## config.mk

```make
export PLATFORM = sky130hd
export DESIGN_NAME = tt_sum_accumulator_flat
export DESIGN_NICKNAME = d
export VERILOG_FILES = /design/src/rtl/tt_sum_pkg.sv /design/src/rtl/tt_sum_accumulator_if.sv /design/src/rtl/tt_sum_alu.sv /design/src/rtl/tt_sum_accumulator.sv /design/src/flat_wrapper.sv
export SDC_FILE = /design/constraint.sdc
export NUM_CORES = 1
export LEC_CHECK = 0
export CELL_PAD_IN_SITES_DETAIL_PLACEMENT = 1
export CELL_PAD_IN_SITES_GLOBAL_PLACEMENT = 1
export CORE_ASPECT_RATIO = 0.7
export CORE_MARGIN = 10
export CORE_UTILIZATION = 40
export CTS_CLUSTER_SIZE = 40
export DETAILED_ROUTE_END_ITERATION = 8
export PLACE_DENSITY_LB_ADDON = 0.1
export SYNTH_ARGS = -nofsm -noshare
export SYNTH_HDL_FRONTEND = slang
export SYNTH_HIERARCHICAL = 1
export SYNTH_SLANG_ARGS = --single-unit
```

## constraint.sdc

```tcl
create_clock -name clk -period 3.75 [get_ports clk]
set_input_delay 0.5625 -clock clk [delete_from_list [all_inputs] [get_ports clk]]
set_output_delay 0.5625 -clock clk [all_outputs]
set_load 0.005 [all_outputs]
```

## src/rtl/tt_sum_pkg.sv

```systemverilog
// Shared types and helpers for the tt_sum accumulator slice: operation
// modes, default widths and the saturation clamp.
package tt_sum_pkg;

    typedef enum logic [1:0] {
        MODE_ADD = 2'b00,
        MODE_ACC = 2'b01,
        MODE_SAT = 2'b10,
        MODE_SUB = 2'b11
    } mode_e;

    localparam int DEF_WIDTH     = 8;
    localparam int DEF_ACC_WIDTH = 16;
    localparam int DEF_CNT_WIDTH = 8;

    // Clamp a wide sum to the largest value representable in w bits.
    function automatic logic [63:0] clamp_max(input logic [63:0] sum, input int w);
        logic [63:0] max_v;
        max_v = (w >= 64) ? '1 : ((64'd1 << w) - 64'd1);
        return (sum > max_v) ? max_v : sum;
    endfunction

endpackage

```

## src/rtl/tt_sum_accumulator_if.sv

```systemverilog
// Operand/result bundle for tt_sum_accumulator. The master drives operands
// and control; the slave (the accumulator) returns result and status.
interface tt_sum_accumulator_if import tt_sum_pkg::*; #(
    parameter int WIDTH     = DEF_WIDTH,
    parameter int ACC_WIDTH = DEF_ACC_WIDTH,
    parameter int CNT_WIDTH = DEF_CNT_WIDTH
);
    logic                 ena;
    logic                 in_valid;
    logic [WIDTH-1:0]     a;
    logic [WIDTH-1:0]     b;
    mode_e                mode;
    logic                 clear;
    logic                 out_valid;
    logic [ACC_WIDTH-1:0] result;
    logic                 overflow;
    logic [CNT_WIDTH-1:0] sample_cnt;

    modport master (
        output ena, in_valid, a, b, mode, clear,
        input  out_valid, result, overflow, sample_cnt
    );

    modport slave (
        input  ena, in_valid, a, b, mode, clear,
        output out_valid, result, overflow, sample_cnt
    );
endinterface

```

## src/rtl/tt_sum_alu.sv

```systemverilog
// Combinational datapath: computes the next result and its overflow bit
// for one operand pair under the selected mode. Operands are widened by
// one bit beyond ACC_WIDTH so the top bit is the carry/borrow.
module tt_sum_alu import tt_sum_pkg::*; #(
    parameter int WIDTH     = DEF_WIDTH,
    parameter int ACC_WIDTH = DEF_ACC_WIDTH
) (
    input  logic [WIDTH-1:0]     a,
    input  logic [WIDTH-1:0]     b,
    input  logic [ACC_WIDTH-1:0] acc,
    input  mode_e                mode,
    output logic [ACC_WIDTH-1:0] nxt,
    output logic                 ovf
);
    localparam int EW = ACC_WIDTH + 1;

    logic [EW-1:0]        a_x, b_x, acc_x;
    logic [EW-1:0]        sum_ab, sum_acc, diff;
    logic [ACC_WIDTH-1:0] sat_res;

    assign a_x     = EW'(a);
    assign b_x     = EW'(b);
    assign acc_x   = EW'(acc);
    assign sum_ab  = a_x + b_x;
    assign sum_acc = acc_x + a_x + b_x;
    assign diff    = a_x - b_x;
    assign sat_res = ACC_WIDTH'(clamp_max(64'(sum_ab), ACC_WIDTH));

    // Select result and carry/borrow for the requested operation.
    always_comb begin
        nxt = sum_ab[ACC_WIDTH-1:0];
        ovf = sum_ab[ACC_WIDTH];
        unique case (mode)
            MODE_ADD: begin
                nxt = sum_ab[ACC_WIDTH-1:0];
                ovf = sum_ab[ACC_WIDTH];
            end
            MODE_ACC: begin
                nxt = sum_acc[ACC_WIDTH-1:0];
                ovf = sum_acc[ACC_WIDTH];
            end
            MODE_SAT: begin
                nxt = sat_res;
                ovf = sum_ab[ACC_WIDTH];
            end
            MODE_SUB: begin
                nxt = diff[ACC_WIDTH-1:0];
                ovf = diff[ACC_WIDTH];
            end
        endcase
    end
endmodule

```

## src/rtl/tt_sum_accumulator.sv

```systemverilog
// Registered two-operand adder/accumulator with sticky overflow and a
// saturating sample counter. Define TT_SUM_PIPE_EN to add a second
// register stage after the ALU (2-cycle latency); status outputs then
// update together with the delayed result. The accumulator itself always
// lives in stage 1 so back-to-back ACC samples chain without stalls.
module tt_sum_accumulator import tt_sum_pkg::*; #(
    parameter int WIDTH     = DEF_WIDTH,
    parameter int ACC_WIDTH = DEF_ACC_WIDTH,
    parameter int CNT_WIDTH = DEF_CNT_WIDTH
) (
    input  logic                clk,
    input  logic                rst_n,
    tt_sum_accumulator_if.slave bus
);
`ifdef TT_SUM_PIPE_EN
    localparam int STAGES = 2;
`else
    localparam int STAGES = 1;
`endif
    localparam logic [CNT_WIDTH-1:0] CNT_MAX = '1;

    logic                 accept, do_clear;
    logic                 commit, commit_ovf;
    logic [ACC_WIDTH-1:0] alu_nxt;
    logic                 alu_ovf;
    logic [ACC_WIDTH-1:0] acc_q, s1_res;
    logic [STAGES:1]      vld_pipe;
    logic                 ovf_q;
    logic [CNT_WIDTH-1:0] cnt_q;

    // clear wins over a sample in the same cycle; ena=0 masks both.
    assign accept   = bus.ena && bus.in_valid && !bus.clear;
    assign do_clear = bus.ena && bus.clear;

    tt_sum_alu #(.WIDTH(WIDTH), .ACC_WIDTH(ACC_WIDTH)) u_alu (
        .a    (bus.a),
        .b    (bus.b),
        .acc  (acc_q),
        .mode (bus.mode),
        .nxt  (alu_nxt),
        .ovf  (alu_ovf)
    );

    // Valid shift register: bit 1 is stage 1, bit STAGES drives out_valid.
    always_ff @(posedge clk or negedge rst_n) begin
        if (!rst_n)        vld_pipe <= '0;
        else if (do_clear) vld_pipe <= '0;
        else               vld_pipe <= STAGES'({vld_pipe, accept});
    end

    // Stage 1: capture ALU result; accumulator advances only in ACC mode.
    always_ff @(posedge clk or negedge rst_n) begin
        if (!rst_n) begin
            acc_q  <= '0;
            s1_res <= '0;
        end else if (do_clear) begin
            acc_q  <= '0;
            s1_res <= '0;
        end else if (accept) begin
            s1_res <= alu_nxt;
            if (bus.mode == MODE_ACC) acc_q <= alu_nxt;
        end
    end

`ifdef TT_SUM_PIPE_EN
    logic                 s1_ovf;
    logic [ACC_WIDTH-1:0] s2_res;

    // Stage 2: hold the result and carry the overflow bit alongside it.
    always_ff @(posedge clk or negedge rst_n) begin
        if (!rst_n) begin
            s1_ovf <= 1'b0;
            s2_res <= '0;
        end else if (do_clear) begin
            s1_ovf <= 1'b0;
            s2_res <= '0;
        end else begin
            if (accept)      s1_ovf <= alu_ovf;
            if (vld_pipe[1]) s2_res <= s1_res;
        end
    end

    assign commit     = vld_pipe[1];
    assign commit_ovf = s1_ovf;
    assign bus.result = s2_res;
`else
    assign commit     = accept;
    assign commit_ovf = alu_ovf;
    assign bus.result = s1_res;
`endif

    // Status: sticky overflow and saturating count, aligned with result.
    always_ff @(posedge clk or negedge rst_n) begin
        if (!rst_n) begin
            ovf_q <= 1'b0;
            cnt_q <= '0;
        end else if (do_clear) begin
            ovf_q <= 1'b0;
            cnt_q <= '0;
        end else if (commit) begin
            ovf_q <= ovf_q | commit_ovf;
            if (cnt_q != CNT_MAX) cnt_q <= cnt_q + CNT_WIDTH'(1);
        end
    end

    assign bus.out_valid  = vld_pipe[STAGES];
    assign bus.overflow   = ovf_q;
    assign bus.sample_cnt = cnt_q;
endmodule
```

## src/flat_wrapper.sv

```systemverilog
// flat-port wrapper written by rule: the top's interface ports become plain ports
module tt_sum_accumulator_flat import tt_sum_pkg::*;
#(
    parameter int WIDTH     = DEF_WIDTH,
    parameter int ACC_WIDTH = DEF_ACC_WIDTH,
    parameter int CNT_WIDTH = DEF_CNT_WIDTH
)
  (clk, rst_n, bus_ena, bus_in_valid, bus_a, bus_b, bus_mode, bus_clear, bus_out_valid, bus_result, bus_overflow, bus_sample_cnt);
  tt_sum_accumulator_if #(.WIDTH(WIDTH), .ACC_WIDTH(ACC_WIDTH), .CNT_WIDTH(CNT_WIDTH)) bus_i ();
  input  logic clk;
  input  logic rst_n;
  input wire logic [$bits(bus_i.ena)-1:0] bus_ena;
  input wire logic [$bits(bus_i.in_valid)-1:0] bus_in_valid;
  input wire logic [$bits(bus_i.a)-1:0] bus_a;
  input wire logic [$bits(bus_i.b)-1:0] bus_b;
  input wire logic [$bits(bus_i.mode)-1:0] bus_mode;
  input wire logic [$bits(bus_i.clear)-1:0] bus_clear;
  output wire logic [$bits(bus_i.out_valid)-1:0] bus_out_valid;
  output wire logic [$bits(bus_i.result)-1:0] bus_result;
  output wire logic [$bits(bus_i.overflow)-1:0] bus_overflow;
  output wire logic [$bits(bus_i.sample_cnt)-1:0] bus_sample_cnt;
  assign bus_i.ena = bus_ena;
  assign bus_i.in_valid = bus_in_valid;
  assign bus_i.a = bus_a;
  assign bus_i.b = bus_b;
  assign bus_i.mode = bus_mode;
  assign bus_i.clear = bus_clear;
  assign bus_out_valid = bus_i.out_valid;
  assign bus_result = bus_i.result;
  assign bus_overflow = bus_i.overflow;
  assign bus_sample_cnt = bus_i.sample_cnt;
  tt_sum_accumulator #(.WIDTH(WIDTH), .ACC_WIDTH(ACC_WIDTH), .CNT_WIDTH(CNT_WIDTH)) u_core (.clk(clk), .rst_n(rst_n), .bus(bus_i));
endmodule
```

==> summary.md <==
| Metric | Value |
|---|---|
| Outcome | `finished, final reports clean` |
| Post-Synthesis Cells | `319` |
| Worst-path maximum fanout | `4` |
| Setup bufs post-CTS | `0` |
| Relative slew slack | `0.3765` |
| CTS Buffer Depth | `2` |
| CTS H-tree depth | `2` |
| Hold/Removal Path Class | `input port to asynchronous set/reset pin` |
| DRC Markers | `0` |
| Buffers on Ports | `48` |
| Asr flop ratio synth | `1.000` |
| Top-count cell post-synth | `dfrtp_1` |
| Register bit total from synthesis | `42` |
| Fin nets | `426` |
| Post-layout min period | `around 3500 ps` |
| Cts bufs inserted | `5` |
| Leak Pwr | `0.001740 uW` |
| Worst path max stage delay | `510 ps` |
| Clock latency on the worst-skew pair | `280 ps` |
| Total track usage | `0.1547` |
| Mapped Area | `3209 um2` |
| Routed WL | `9091 um` |
| Crit path launch type | `input port` |
| DR vias | `~2700` |
| Worst Setup Path Type | `input port to flop` |
| RSZ-0062 raised after global routing | `false` |
| Hold_buf cts | `0` |
| Slowest-stage cell, CP | `clkdlybuf4s50_1` |
| Core Util, Final | `0.5016` |
| Total power | `1369 uW` |
| Clock skew | `5.828 ps` |
| # IOs | `49` |
| Synth area leaders | `dfrtp_1 33%, ha_1 9.7%, fa_1 6.9%` |
| Tcrit/Tclk final | `0.9313` |
| Top Family by Delay on Critical Path | `compound AO/OA/AOI/OAI gates` |
| Layout cells sized above 1 | `0.1196` |
| Yosys top cell by area | `dfrtp_1` |
| Worst-path clk slew | `60 ps` |
| ANT cells | `0` |
| DR pass1 iterations | `4` |
| CTS root buf | `clkbuf_16` |
| Ys flop type | `dfrtp_1` |
| Initial Util | `0.4095` |
| EDFF count, synth | `0` |
| Largest net degree at the start of global routing | `43` |
| Synth cell types | `60` |
| Die ar. | `12060 um2` |
| Slew @ Worst Pin | `935.3 ps` |
| Critical Path Sink Type | `flop` |
| P&R area growth vs syn | `22.50%` |
| CTS tree | `yes` |
| GPL Wtd Cong | `0.8167` |
| TritonCTS Sinks | `42` |
| Final Hold Viols | `0` |
| Die Width | `127.1 um` |
| F_max | `0.2863 GHz` |
| Yosys warning total | `6` |
| Crit path arrival time | `3660 ps` |
| Final ANT Viol Nets | `0` |
| Die Ht | `94.94 um` |
| Number of DRC markers in iteration 0 | `147` |
| GRT overflow | `0` |
| Sequential element share of the synthesized area | `0.3275` |
| Buf+Inv Stages, Crit Path | `1` |
| Synth top cells by count | `42 x dfrtp_1, 25 x ha_1, 24 x inv_1` |
| Total core area | `7838 um2` |
| PD cells | `348.3 nW/um2` |
| Peak supply drop | `0.1674 mV` |
| Routed WL per cell | `19.38 um` |
| Syn_nets | `378` |
| Final setup viols | `0` |
| Post-CTS Resized | `0` |
| Req. time, crit path | `3920 ps` |
| First-pass GRT wire length | `15320 um` |
| Mean Syn Cell Area | `10.06 um2` |
| Vias in the first global route | `2892` |
| Vias per cell | `~5.7` |
| Top cell type's share of synthesized area | `0.3275` |
| Core Rows | `27` |
| Detailed Place HPWL | `about 7000 um` |
| Max cap viols | `0` |
| Max Transition Viols Final | `0` |
| CP Cell Sequence | `clkdlybuf4s50_1, fa_1, ha_1, fa_1, a211oi_2, o21ai_0, a31oi_2, nor2_1, xnor2_1, o21ai_0, a22o_2` |
| Initial antenna violation count | `0` |
worst reg2reg max path, stage by stage (launching register included):
cell and delay (ps):
dfrtp_1 400, fa_1 450, ha_1 260, fa_1 450
a211oi_2 310, o21ai_0 150, a31oi_2 320, nor2_1 100
xnor2_1 140, o21ai_0 130, a22o_2 290
metal layers:
metal	vias up	wire length, um	track usage
met2	41	4149	0.2376
li1	1286	-	-
met5	-	0	0
met1	1363	4523	0.2163
met3	2	399	0.04365
met4	0	19	0.02079
layout make-up:
class                           count  area (um2)
Sequential cell                    42        1051
Multi-Input combinational cell    239        1988
Clock inverter                      1       5.005
Clock buffer                        7       142.6
Inverter                           24       90.09
Timing Repair Buffer               55       528.0
Tap cell                          101       126.4
Fill cell                         880        3906
path summary, 6_finish.rpt:
kind	startpoint	end	slack, ps	cells past startpoint
min in group clk	u_core/bus.result[1]	u_core/bus.result[1]	500	1
max reg2reg	u_core/acc_q[1]	u_core/acc_q[11]	640	10
min reg2reg	u_core/bus.result[1]	u_core/bus.result[1]	500	1
min	rst_n	u_core/bus.result[0]	420	1
max in group asynchronous	rst_n	u_core/acc_q[5]	2730	1
max	bus_b[1]	u_core/acc_q[11]	260	11
sequential cells by signal, summed over array words and instances (netlist names):
register	flops
u_core/bus.overflow	1
u_core/acc_q	16
u_core/bus.sample_cnt	8
u_core/bus.result	16
u_core/bus.out_valid	1
kinds of logic after synthesis:
| group | share of synthesized area |
|---|---|
| xor gates and xnor gates | 0.04367 |
| AOI/OAI and AO/OA | 0.2877 |
| buffers and inverters | 0.05458 |
| and+or+nand+nor | 0.1111 |
| DFF | 0.3275 |
| muxes | 0.009357 |
| adders and majority gates | 0.1661 |
cell usage in the layout (no fill, tap or decap), drive strengths merged, types with 2 or more instances in the layout:
cell type	instances
a41oi	3
ha	25
and3	4
or2	3
a22o	32
nor2b	5
clkbuf	7
dfrtp	42
xnor2	13
o21a	2
a221oi	2
o221ai	4
nand2	13
nand3	8
a31oi	5
a211oi	5
mux2i	3
nor3	2
buf	8
or4	2
a21oi	20
nand2b	3
nor2	16
xor2	3
nand3b	2
nand4	3
a21boi	2
o21ai	19
inv	24
fa	11
o22ai	5
o31ai	5
clkdlybuf4s50	47
a21o	5
through the flow:
stage	instances	instance area, um2	TNS [ps]	hold slack (ps)	setup WS [ps]
2_1_floorplan	319	3209	0	266.9	734.3
3_3_place_gp	461	3779	-283.8	487.0	-71.93
3_5_place_dp	461	3779	-609.2	490.6	-120.4
4_1_cts	469	3926	0	468.1	139.6
5_1_grt	469	3931	0	486.8	70.28
6_report	469	3931	0	419.9	257.7
power by group:
group,total [uW],internal (uW),switching [uW]
Clock,431,264,167
Sequential,504,481,23.8
Combinational,434,201,233
Total,1370,945,424
(Power assumes the default switching activity.)
